<file path="config.mk">
export PLATFORM = sky130hd
export DESIGN_NAME = capture_tap_trainer
export DESIGN_NICKNAME = d
export VERILOG_FILES = /design/src/rtl/capture_trainer_pkg.sv /design/src/rtl/pattern_checker.sv /design/src/rtl/capture_tap_trainer.sv
export SDC_FILE = /design/constraint.sdc
export NUM_CORES = 1
export LEC_CHECK = 0
export CORE_AREA = 5 5 82 84
export DETAILED_ROUTE_END_ITERATION = 8
export DIE_AREA = 0 0 87 89
export PLACE_DENSITY = 0.71
export SLEW_MARGIN = 20
export SYNTH_ARGS = -nofsm -noshare
export SYNTH_HDL_FRONTEND = slang
export SYNTH_HIERARCHICAL = 1
export SYNTH_SLANG_ARGS = --single-unit
</file>
<file path="constraint.sdc">
create_clock -name clk -period 5.5 [get_ports clk]
set_input_delay 1.65 -clock clk [delete_from_list [all_inputs] [get_ports clk]]
set_output_delay 1.65 -clock clk [all_outputs]
set_load 0.02 [all_outputs]
</file>
<file path="src/rtl/capture_trainer_pkg.sv">
// Purpose: shared FSM encoding and timing helper for the capture tap trainer.
// Latency: n/a (types and constants only).
// Backpressure: n/a.
//
// Contents:
//   state_t        - trainer FSM states
//   cycles_per_tap - cycles spent on one tap (settle + compare + evaluate)
package capture_trainer_pkg;

  typedef enum logic [2:0] {
    ST_IDLE,
    ST_SETTLE,
    ST_CHECK,
    ST_EVAL,
    ST_CENTER
  } state_t;

  // One tap visit: SETTLE ignored cycles, SAMPLES compare cycles, one EVAL cycle.
  function automatic int cycles_per_tap(input int settle, input int samples);
    return settle + samples + 1;
  endfunction

endpackage

</file>
<file path="src/rtl/pattern_checker.sv">
// Purpose: training-pattern source and per-tap error counter for the capture path.
// Latency: expected bit is tx_bit delayed LAT cycles; err_cnt updates one cycle after each compare.
// Backpressure: none; driven entirely by the trainer FSM's run/cmp_en/clr strobes.
//
// Ports:
//   clk, rst_n  - clock, asynchronous active-low reset
//   run         - toggle tx_bit every cycle while high, hold while low
//   cmp_en      - compare sample_in against the delayed pattern this cycle
//   clr         - clear the error count (wins over cmp_en)
//   sample_in   - captured data from the capture flop
//   tx_bit      - training pattern to the launch side of the delay line
//   pass        - high when no mismatch has been counted since the last clear
module pattern_checker #(
  parameter int SAMPLES = 16,
  parameter int LAT     = 2
) (
  input  logic clk,
  input  logic rst_n,
  input  logic run,
  input  logic cmp_en,
  input  logic clr,
  input  logic sample_in,
  output logic tx_bit,
  output logic pass
);

  localparam int ERR_W = $clog2(SAMPLES + 1);

  logic [LAT-1:0]   exp_sr;
  logic [ERR_W-1:0] err_cnt;
  logic             exp_bit;
  logic             mismatch;

  always_ff @(posedge clk or negedge rst_n) begin
    if (!rst_n) begin
      tx_bit <= 1'b0;
    end else if (run) begin
      tx_bit <= ~tx_bit;
    end
  end

  // Free-running copy of the launched pattern, aligned with the capture
  // pipeline so exp_bit is what a clean capture path delivers this cycle.
  generate
    if (LAT == 1) begin : g_lat1
      always_ff @(posedge clk or negedge rst_n) begin
        if (!rst_n) begin
          exp_sr <= '0;
        end else begin
          exp_sr <= tx_bit;
        end
      end
    end else begin : g_latn
      always_ff @(posedge clk or negedge rst_n) begin
        if (!rst_n) begin
          exp_sr <= '0;
        end else begin
          exp_sr <= {exp_sr[LAT-2:0], tx_bit};
        end
      end
    end
  endgenerate

  assign exp_bit = exp_sr[LAT-1];

  // Case inequality so an unknown or floating capture counts as an error;
  // real hardware always resolves to a level.
  assign mismatch = (sample_in !== exp_bit);

  always_ff @(posedge clk or negedge rst_n) begin
    if (!rst_n) begin
      err_cnt <= '0;
    end else if (clr) begin
      err_cnt <= '0;
    end else if (cmp_en && mismatch && (err_cnt != {ERR_W{1'b1}})) begin
      err_cnt <= err_cnt + ERR_W'(1);
    end
  end

  assign pass = (err_cnt == '0);

endmodule

</file>
<file path="src/rtl/capture_tap_trainer.sv">
// Purpose: sweeps every delay tap with a toggling pattern and programs the centre of the widest passing window.
// Latency: 2^TAP_W*(SETTLE+SAMPLES+1)+1 cycles from start acceptance to the done pulse.
// Backpressure: none; start is honoured only when idle and not in the done cycle, otherwise dropped.
//
// Ports:
//   clk, rst_n        - clock, asynchronous active-low reset
//   start             - one-cycle training request
//   tx_bit            - training pattern to the delay line launch side
//   sample_in         - capture flop output
//   tap_sel           - delay-line tap setting (sweep position, then chosen centre)
//   busy              - high while training
//   done              - one-cycle completion pulse
//   fail              - best window narrower than MIN_WIN (or empty); held until next start
//   best_lo, best_hi  - edges of the chosen window; held until next start
module capture_tap_trainer
  import capture_trainer_pkg::*;
#(
  parameter int TAP_W   = 5,
  parameter int SETTLE  = 4,
  parameter int SAMPLES = 16,
  parameter int LAT     = 2,
  parameter int MIN_WIN = 2
) (
  input  logic             clk,
  input  logic             rst_n,
  input  logic             start,
  output logic             tx_bit,
  input  logic             sample_in,
  output logic [TAP_W-1:0] tap_sel,
  output logic             busy,
  output logic             done,
  output logic             fail,
  output logic [TAP_W-1:0] best_lo,
  output logic [TAP_W-1:0] best_hi
);

  localparam int TAP_CYCLES = cycles_per_tap(SETTLE, SAMPLES);
  localparam int CNT_W      = $clog2(TAP_CYCLES);
  // One extra bit so a window covering every tap still fits.
  localparam int LEN_W      = TAP_W + 1;

  state_t             state_q, state_d;
  logic [CNT_W-1:0]   cnt_q, cnt_d;
  logic [TAP_W-1:0]   tap_q, tap_d;
  logic [TAP_W-1:0]   run_start_q, run_start_d;
  logic [LEN_W-1:0]   run_len_q, run_len_d;
  logic [TAP_W-1:0]   best_lo_q, best_lo_d;
  logic [TAP_W-1:0]   best_hi_q, best_hi_d;
  logic [LEN_W-1:0]   best_len_q, best_len_d;
  logic               fail_q, fail_d;
  logic               busy_q, busy_d;
  logic               done_q, done_d;

  logic               chk_clr;
  logic               chk_cmp;
  logic               chk_pass;
  logic [TAP_W-1:0]   seg_start;
  logic [LEN_W-1:0]   seg_len;
  logic [LEN_W-1:0]   center_sum;

  pattern_checker #(
    .SAMPLES (SAMPLES),
    .LAT     (LAT)
  ) u_checker (
    .clk       (clk),
    .rst_n     (rst_n),
    .run       (busy_q),
    .cmp_en    (chk_cmp),
    .clr       (chk_clr),
    .sample_in (sample_in),
    .tx_bit    (tx_bit),
    .pass      (chk_pass)
  );

  assign chk_cmp = (state_q == ST_CHECK);

  always_comb begin
    state_d     = state_q;
    cnt_d       = cnt_q;
    tap_d       = tap_q;
    run_start_d = run_start_q;
    run_len_d   = run_len_q;
    best_lo_d   = best_lo_q;
    best_hi_d   = best_hi_q;
    best_len_d  = best_len_q;
    fail_d      = fail_q;
    busy_d      = busy_q;
    done_d      = 1'b0;
    chk_clr     = 1'b0;
    seg_start   = run_start_q;
    seg_len     = run_len_q;
    center_sum  = {1'b0, best_lo_q} + {1'b0, best_hi_q};

    case (state_q)
      ST_IDLE: begin
        // done_q marks the completion cycle; a start there is dropped.
        if (start && !done_q) begin
          state_d     = ST_SETTLE;
          cnt_d       = '0;
          tap_d       = '0;
          run_start_d = '0;
          run_len_d   = '0;
          best_lo_d   = '0;
          best_hi_d   = '0;
          best_len_d  = '0;
          fail_d      = 1'b0;
          busy_d      = 1'b1;
          chk_clr     = 1'b1;
        end
      end

      // cnt runs 0..TAP_CYCLES-1 across one tap visit; its value selects the phase.
      ST_SETTLE: begin
        cnt_d = cnt_q + CNT_W'(1);
        if (cnt_q == CNT_W'(SETTLE - 1)) begin
          state_d = ST_CHECK;
        end
      end

      ST_CHECK: begin
        cnt_d = cnt_q + CNT_W'(1);
        if (cnt_q == CNT_W'(SETTLE + SAMPLES - 1)) begin
          state_d = ST_EVAL;
        end
      end

      ST_EVAL: begin
        cnt_d = '0;
        if (chk_pass) begin
          seg_start   = (run_len_q == '0) ? tap_q : run_start_q;
          seg_len     = run_len_q + LEN_W'(1);
          run_start_d = seg_start;
          run_len_d   = seg_len;
          // Strictly greater: on a tie the earlier (lower) window is kept.
          if (seg_len > best_len_q) begin
            best_lo_d  = seg_start;
            best_hi_d  = tap_q;
            best_len_d = seg_len;
          end
        end else begin
          run_len_d = '0;
        end

        if (tap_q != {TAP_W{1'b1}}) begin
          tap_d   = tap_q + TAP_W'(1);
          chk_clr = 1'b1;
          state_d = ST_SETTLE;
        end else begin
          state_d = ST_CENTER;
        end
      end

      ST_CENTER: begin
        // Floor of the midpoint, i.e. rounded toward best_lo.
        tap_d   = (best_len_q == '0) ? '0 : TAP_W'(center_sum >> 1);
        fail_d  = (best_len_q < LEN_W'(MIN_WIN));
        busy_d  = 1'b0;
        done_d  = 1'b1;
        state_d = ST_IDLE;
      end

      default: begin
        state_d = ST_IDLE;
        busy_d  = 1'b0;
      end
    endcase
  end

  always_ff @(posedge clk or negedge rst_n) begin
    if (!rst_n) begin
      state_q     <= ST_IDLE;
      cnt_q       <= '0;
      tap_q       <= '0;
      run_start_q <= '0;
      run_len_q   <= '0;
      best_lo_q   <= '0;
      best_hi_q   <= '0;
      best_len_q  <= '0;
      fail_q      <= 1'b0;
      busy_q      <= 1'b0;
      done_q      <= 1'b0;
    end else begin
      state_q     <= state_d;
      cnt_q       <= cnt_d;
      tap_q       <= tap_d;
      run_start_q <= run_start_d;
      run_len_q   <= run_len_d;
      best_lo_q   <= best_lo_d;
      best_hi_q   <= best_hi_d;
      best_len_q  <= best_len_d;
      fail_q      <= fail_d;
      busy_q      <= busy_d;
      done_q      <= done_d;
    end
  end

  assign tap_sel = tap_q;
  assign busy    = busy_q;
  assign done    = done_q;
  assign fail    = fail_q;
  assign best_lo = best_lo_q;
  assign best_hi = best_hi_q;

endmodule

</file>
==> results.md <==
Run status:
- The run finished with clean final reports.

Critical path:
- At the worst endpoint, the required time is 5.70 ns.
- Walking the worst path, the cells encountered are clkdlybuf4s50_1 > nor2b_4 > nor3_1 > o21a_1 > o31ai_4 > mux2_2.
- The top fanout value on the critical path is 7.
- The destination of the worst register-to-register timing path is best_lo[1].
- The worst setup path is of the input port to flop kind.
- The logic depth of the worst register-to-register path is 10.
- The reg-to-reg setup timing slack is 2.64 ns.
- The cell family contributing the most delay on the critical path is compound AO/OA/AOI/OAI gates.
- The worst setup path is launched from an input port.
- The critical path buffer and inverter count is 1.
- The reg-to-reg startpoint is run_len_q[0].
- Data on the critical path arrives at its endpoint at between 3 and 4 ns.
- The maximum cell stage delay along the critical path is 0.46 ns.
- The endpoint class of the critical path is a flop.
- Among all stages on the critical path, the largest delay is contributed by o31ai_4.

Pwr:
- The switching share of total power is 0.3440.
- Internal power comes to 0.6693 mW.
- For this design the total switching power over the nets is 0.3510 mW.
- Of the total power, the clock network draws 0.270.
- In this run the power density over the cells is 310.3 nW/um^2.
- The reported leakage power is 1.538 nW.
- The share of total power dissipated in sequential elements is 0.453.
- The combinational share of power is 0.277.
- The worst supply voltage drop on vdd is approximately 0.17 mV.

Final layout:
- At the end of the flow the core is filled with cells to 0.5620.
- The final-layout fill cell count is 532.
- The fraction of layout instances using a drive strength above 1 is 0.1019.
- The number of inserted diodes is 0.
- The final layout contains 336 nets.
- The area growth from synthesis to layout is 14.31%.

Clock network:
- The number of buffers created by CTS is 5.
- TritonCTS built the clock tree.
- In this run the post-CTS setup repair buffer count came out at 0.
- For this design, the CTS-stage hold fixing added 0 buffers.
- The clock sink count is slightly above 50.
- In this run the number of H-tree levels came out at 2.
- The later pin in the worst-skew pair is clocked with a latency of 0.31 ns.
- In this run, post-CTS repair resized a total of 0 instances.
- The clock input transition at the sequential cells of the worst setup and hold paths is 0.09 ns.
- The buffer cell driving the clock tree root is clkbuf_8.
- The buffer levels on the longest clock path is 2.

STA:
- Measured against its own limit, the worst slew margin works out to 0.4286.
- Setup violations remaining at the end of the flow were counted as 0.
- The final count of pins violating max slew came to 0.
- Between clock sinks in the finished design, the worst skew comes to 0.005300 ns.
- The highest clock rate is 0.3087 GHz.
- For the pin with the worst max-slew slack, the measured transition is 0.8499 ns.
- The final count of hold timing violations came to 0.
- The share of the clock period used by the worst path is 0.5890.
- Setup repair after global routing left no endpoint under its margin.
- The routed design could run at a clock period as short as 3.239 ns.
- The hold slack is approximately 0.35 ns.
- The setup total negative slack is 0 ns.

Global routing:
- Entering global routing, the biggest net connects 52 pins.
- The leftover overflow at the end of global routing is 0.
- The number of antenna violations at the first check in global routing is 0.
- The first global-routing pass estimated 10630 microns of wire.
- The via count of the first global-routing pass is 2175.
- The aggregate global-route resource usage is 0.1730.

Place:
- The post-DP HPWL is 4207 microns.
- The count of input and output buffers is 22.
- The placer congestion estimate is 0.8308.

Logic synthesis:
- The dominant synthesized flop cell is dfrtp_1.
- In the synthesized netlist, the number of instances is 287.
- The flip-flop and latch count after synthesis is a little over 50.
- Dividing the synthesized area by the synthesized cell count gives 10.02 sq um.
- The number of nets in the synthesized netlist is 310.
- The number of flops mapped to enable cells by yosys is 0.
- The area share of the leading cell type in the synthesized netlist is 0.4437.
- The post-synthesis cell area is 2877 sq um.
- Of all flip-flops after synthesis, the portion carrying an async set or reset was 1.000.
- Yosys printed 6 warnings.
- The share of the Yosys chip area taken by registers is 0.4437.
- The synthesized design spends more area on one cell type than any other, namely dfrtp_1.
- Yosys mapped the design onto 50 distinct sky130hd cell types.
- After synthesis, the cell types taking the most area are dfrtp_1 44%, ha_1 7.8%, mux2i_1 5.2%.

Drt:
- The first routing iteration left 156 violations.
- The via density per instance is approximately 5.6.
- The routed wire length is 5817 microns.
- In this run the remaining antenna-violating nets after routing total 0.
- For this run, design rule violations remaining after detail routing come to 0.
- The overall via count from detail_route is 2190.
- The number of search-and-repair iterations in the first detailed-routing pass is 5.
- After detailed routing, the average wire length per cell comes to 14.95 microns.

Die:
- For this configuration, the core starts out at a cell density of 0.4917.
- The I/O pin total is 23.
- The floorplan has 28 rows.
- The die width is 87 microns.
- The placeable core region is 5851 sq um.
- The die covers 7743 sq um.
- The die is 89 microns tall.

Min path:
- The worst min-delay path endpoint is u_checker/exp_sr[1].
- The worst hold path was traced through 0 stages.
- The worst hold path class is flop to flop.
- In this run the most critical hold path is launched from u_checker/exp_sr[0].

Run:
- The count of maximum capacitance violations is 0.
-- state kept, by name, summed over array words and instances, names as in the netlist, 2 cells and up --
register	cells
run_start_q	5
u_checker/err_cnt	5
u_checker/exp_sr	2
best_hi	5
best_lo	5
best_len_q	6
tap_sel	5
state_q	3
cnt_q	5
run_len_q	6
-- worst max path at each step --
stage | start | endpoint | slack [ns] | depth (start not counted)
floorplan | start | best_lo[0] | 2.56 | 5
global placement | start | best_lo[3] | 1.96 | 6
detailed placement | start | best_lo[1] | 1.93 | 6
CTS | start | best_lo[1] | 2.26 | 6
global route | start | best_lo[4] | 2.17 | 6
finish | start | best_lo[1] | 2.26 | 6
-- synthesized netlist by cell type (4+ instances only) --
master,n
a21oi_1,18
dfrtp_1,51
ha_1,18
inv_1,19
mux2_2,10
mux2i_1,15
nand2_1,31
nand2b_1,5
nand3_1,16
nor2_1,18
nor3_1,7
o21ai_0,18
xnor2_1,4
xor2_1,7
-- layer usage --
metal,routed length (microns),global-route usage
met1,2852,0.2445
met2,2671,0.2685
met3,218,0.03594
met4,74,0.05099
met5,0,0
-- placed cells by master (no fill, tap or decap), drive strengths merged, types with 4 or more instances in the layout --
cell type	count
a21oi	18
buf	4
clkbuf	6
clkdlybuf4s50	21
dfrtp	51
ha	18
inv	20
mux2	11
mux2i	15
nand2	32
nand2b	5
nand3	17
nor2	18
nor3	7
o21ai	20
xnor2	4
xor2	7
-- metrics by stage --
| stage | cells | worst slack [ns] | power, mW | cell area (sq um) |
|---|---|---|---|---|
| 3_3_place_gp | 381 | 1.961 | 0.7457 | 3171 |
| 6_report | 389 | 2.261 | 1.020 | 3288 |
| 5_1_grt | 389 | 2.170 | 1.089 | 3288 |
| 4_1_cts | 389 | 2.263 | 1.030 | 3288 |
| 3_5_place_dp | 381 | 1.931 | 0.7517 | 3171 |
| 2_1_floorplan | 287 | 2.556 | 0.6653 | 2877 |
-- kinds of logic after synthesis --
kind of cell	synth area share
AND/OR/NAND/NOR	0.1718
AO/OA/AOI/OAI	0.1314
flip-flops	0.4437
buffers and inverters	0.03914
multiplexers	0.09526
adder cells (fa/ha/maj)	0.08526
XOR/XNOR	0.03349
-- power by group through the flow --
stage                     combinational (mW)  clock [mW]  sequential, mW
after floorplan                        0.208           0           0.458
after detailed placement               0.282           0           0.470
after global routing                   0.320       0.297           0.471
final                                  0.282       0.276           0.462
after global placement                 0.277           0           0.469
after CTS                              0.285       0.283           0.462
-- final cells by class --
class / count / area, sq um / area share
Clock inverter: 2 / 35.03 / 0.01065
Tap cell: 75 / 93.84 / 0.02854
Inverter: 20 / 75.07 / 0.02283
Timing Repair Buffer: 25 / 237.7 / 0.07230
Sequential cell: 51 / 1276 / 0.3881
Multi-Input combinational cell: 210 / 1488 / 0.4524
Clock buffer: 6 / 82.58 / 0.02511
Note: power is estimated with default switching activity, not from simulation.
==> RTL change (same settings) <==
`SAMPLES` is set to 16 in 2 places; all go to 8.
--- a/src/rtl/pattern_checker.sv
+++ b/src/rtl/pattern_checker.sv
@@ -13,3 +13,3 @@
 module pattern_checker #(
-  parameter int SAMPLES = 16,
+  parameter int SAMPLES = 8,
   parameter int LAT     = 2
--- a/src/rtl/capture_tap_trainer.sv
+++ b/src/rtl/capture_tap_trainer.sv
@@ -19,3 +19,3 @@
   parameter int SETTLE  = 4,
-  parameter int SAMPLES = 16,
+  parameter int SAMPLES = 8,
   parameter int LAT     = 2,
Behaviour: same outputs for any inputs over 10 cycles, from zero or initial values and one cycle with rst_n low; that may be too few to reach the edited logic, so the function may still have changed.
==> RTL change against the unedited design <==
  * Sequential cell count shrank 2
  * Cell area is 5.1% lower
  * Wire length down 6.2%
  * Global-route usage down 1.5 points
  * Sequential share of layout area is 0.48 points higher
  * Area after synthesis fell by 4.8%
  * Clock skew shrank 2.2 ps
  * Count of clock-buffer cells in the layout increased by 1
  * Setup slack improved by 60 ps
  * Critical path type unchanged
  * Critical endpoint is now u_checker/err_cnt[3]$_DFFE_PN0P_
  * Highest routed layer unchanged
Power is not compared: it rests on default switching activity, and its combinational part moved more than twofold at a synthesized area within 25%.
==> RTL change: results (changes against the unedited design) <==
top layer in use=met4; DP HPWL=3910 µm (-7.0%); top fanout value on the critical path=20 (+13); compound-cell area share of the yosys netlist=17.1% (+3.9 points); worst hold slack=358 ps (+4.66 ps); CTS buffer count=5 (unchanged); CTS max path bufs=2 (unchanged); Post-DP Area=0.00302 mm² (-4.8%); leakage power=1.45 nW; run status=finished clean; cell-internal power=834 µW; Hold Path Stages=0 (unchanged); Setup crit start=start; vias post-DR=2085 (-4.8%); worst r2r dst=best_lo[3]$_DFFE_PN0P_; grt met1 use=20.4% (-4.1 points); met2 WL=2600 µm (-2.8%); mux contribution to synthesized area=3.43% (-6.1 points); H-tree lvl count=2 (unchanged); top cells by count, synth=dfrtp_1, inv_1, nand3_1; Fill cells=519 (-2.4%); Met3 Routed Length=177 µm (-19%); VDD IR max=0.247 mV; global-route usage over all layers=15.8% (-1.5 points); Iter 0 DRT Violations=101 (-35%); worst relative slew slack=50.7% (+7.8 points); Seq/Total Area, Yosys=44.8% (+0.40 points); largest net degree at the start of global routing=50 (-3.8%); Worst Setup EP=u_checker/err_cnt[3]$_DFFE_PN0P_; R2R depth=11 (+1); initial antenna violation count=0 (unchanged); clock skew=3.07 ps (-2.23 ps); RR Startpoint=run_len_q[0]$_DFFE_PN0P_; top cells by area, synth=dfrtp_1, ha_1, nand3_1; GP Congestion=0.811 (-2.4%); clk slew on worst S/H paths=80 ps; TritonRoute pass-1 iters=4 (-1); XOR/XNOR Fraction of Synth Area=2.88% (-0.47 points); Post-CTS Setup Inserts=0 (unchanged); nets=319 (-5.1%); CTS resizes=0 (unchanged); FFs w/ async S/R, synth=100% (unchanged); reg2reg setup slack=2790 ps (+150 ps); first-pass GRT wire length=9740 µm (-8.4%); met3 Usage GRT=3.32% (-0.28 points); Synth Area in Adders=8.50% (-0.028 points); Syn Nets=296 (-4.5%); Core Util, Final=53.3% (-2.9 points); met2 usage=26.8% (-0.069 points); final wirelength=5460 µm (-6.2%); fraction of layout cells with a size suffix above 1=8.75% (-1.4 points); Hold Startpoint=u_checker/exp_sr[0]$_DFF_PN0_; met1 wire length=2600 µm (-8.8%); largest registers=best_len_q (6), run_len_q (6); combinational power share=45.7%; synth unique cells=54 (+8.0%); Seq. pwr=563 µW; Hold EP=u_checker/exp_sr[1]$_DFF_PN0_; CP arrival=3360 ps (-80 ps)
## RTL change: cells by family (layout without fill, tap and decap cells)
| group | Yosys count | after routing |
|---|---|---|
| muxes | 9 | 9 |
| AOI/OAI and AO/OA | 71 | 71 |
| and+or+nand+nor | 83 | 83 |
| buffers and inverters | 35 | 58 |
| adders and majority gates | 18 | 18 |
| xor gates and xnor gates | 9 | 9 |
| DFF | 49 | 49 |
## RTL change: layout make-up
class                   count  area share [%]
inverters                  26            3.13
multi-input cells         190            43.9
clock buffers               7            2.77
well taps                  75            3.01
repair buffers             25            7.86
flip-flops and latches     49            39.3
## RTL change: stage by stage
stage	power (mW)	setup slack (ps)	std cells
after floorplan	1.01	2550	274
after global placement	1.20	2080	364
after detailed placement	1.22	1990	364
after CTS	1.44	2310	371
after global routing	1.55	2160	372
final	1.43	2320	372
## RTL change: critical path: stages
cell	delay, ps
clkdlybuf4s50_1	470
nor2b_1	190
nand3b_1	90
buf_4	220
o21ai_0	310
nor2_1	110
mux2_1	320
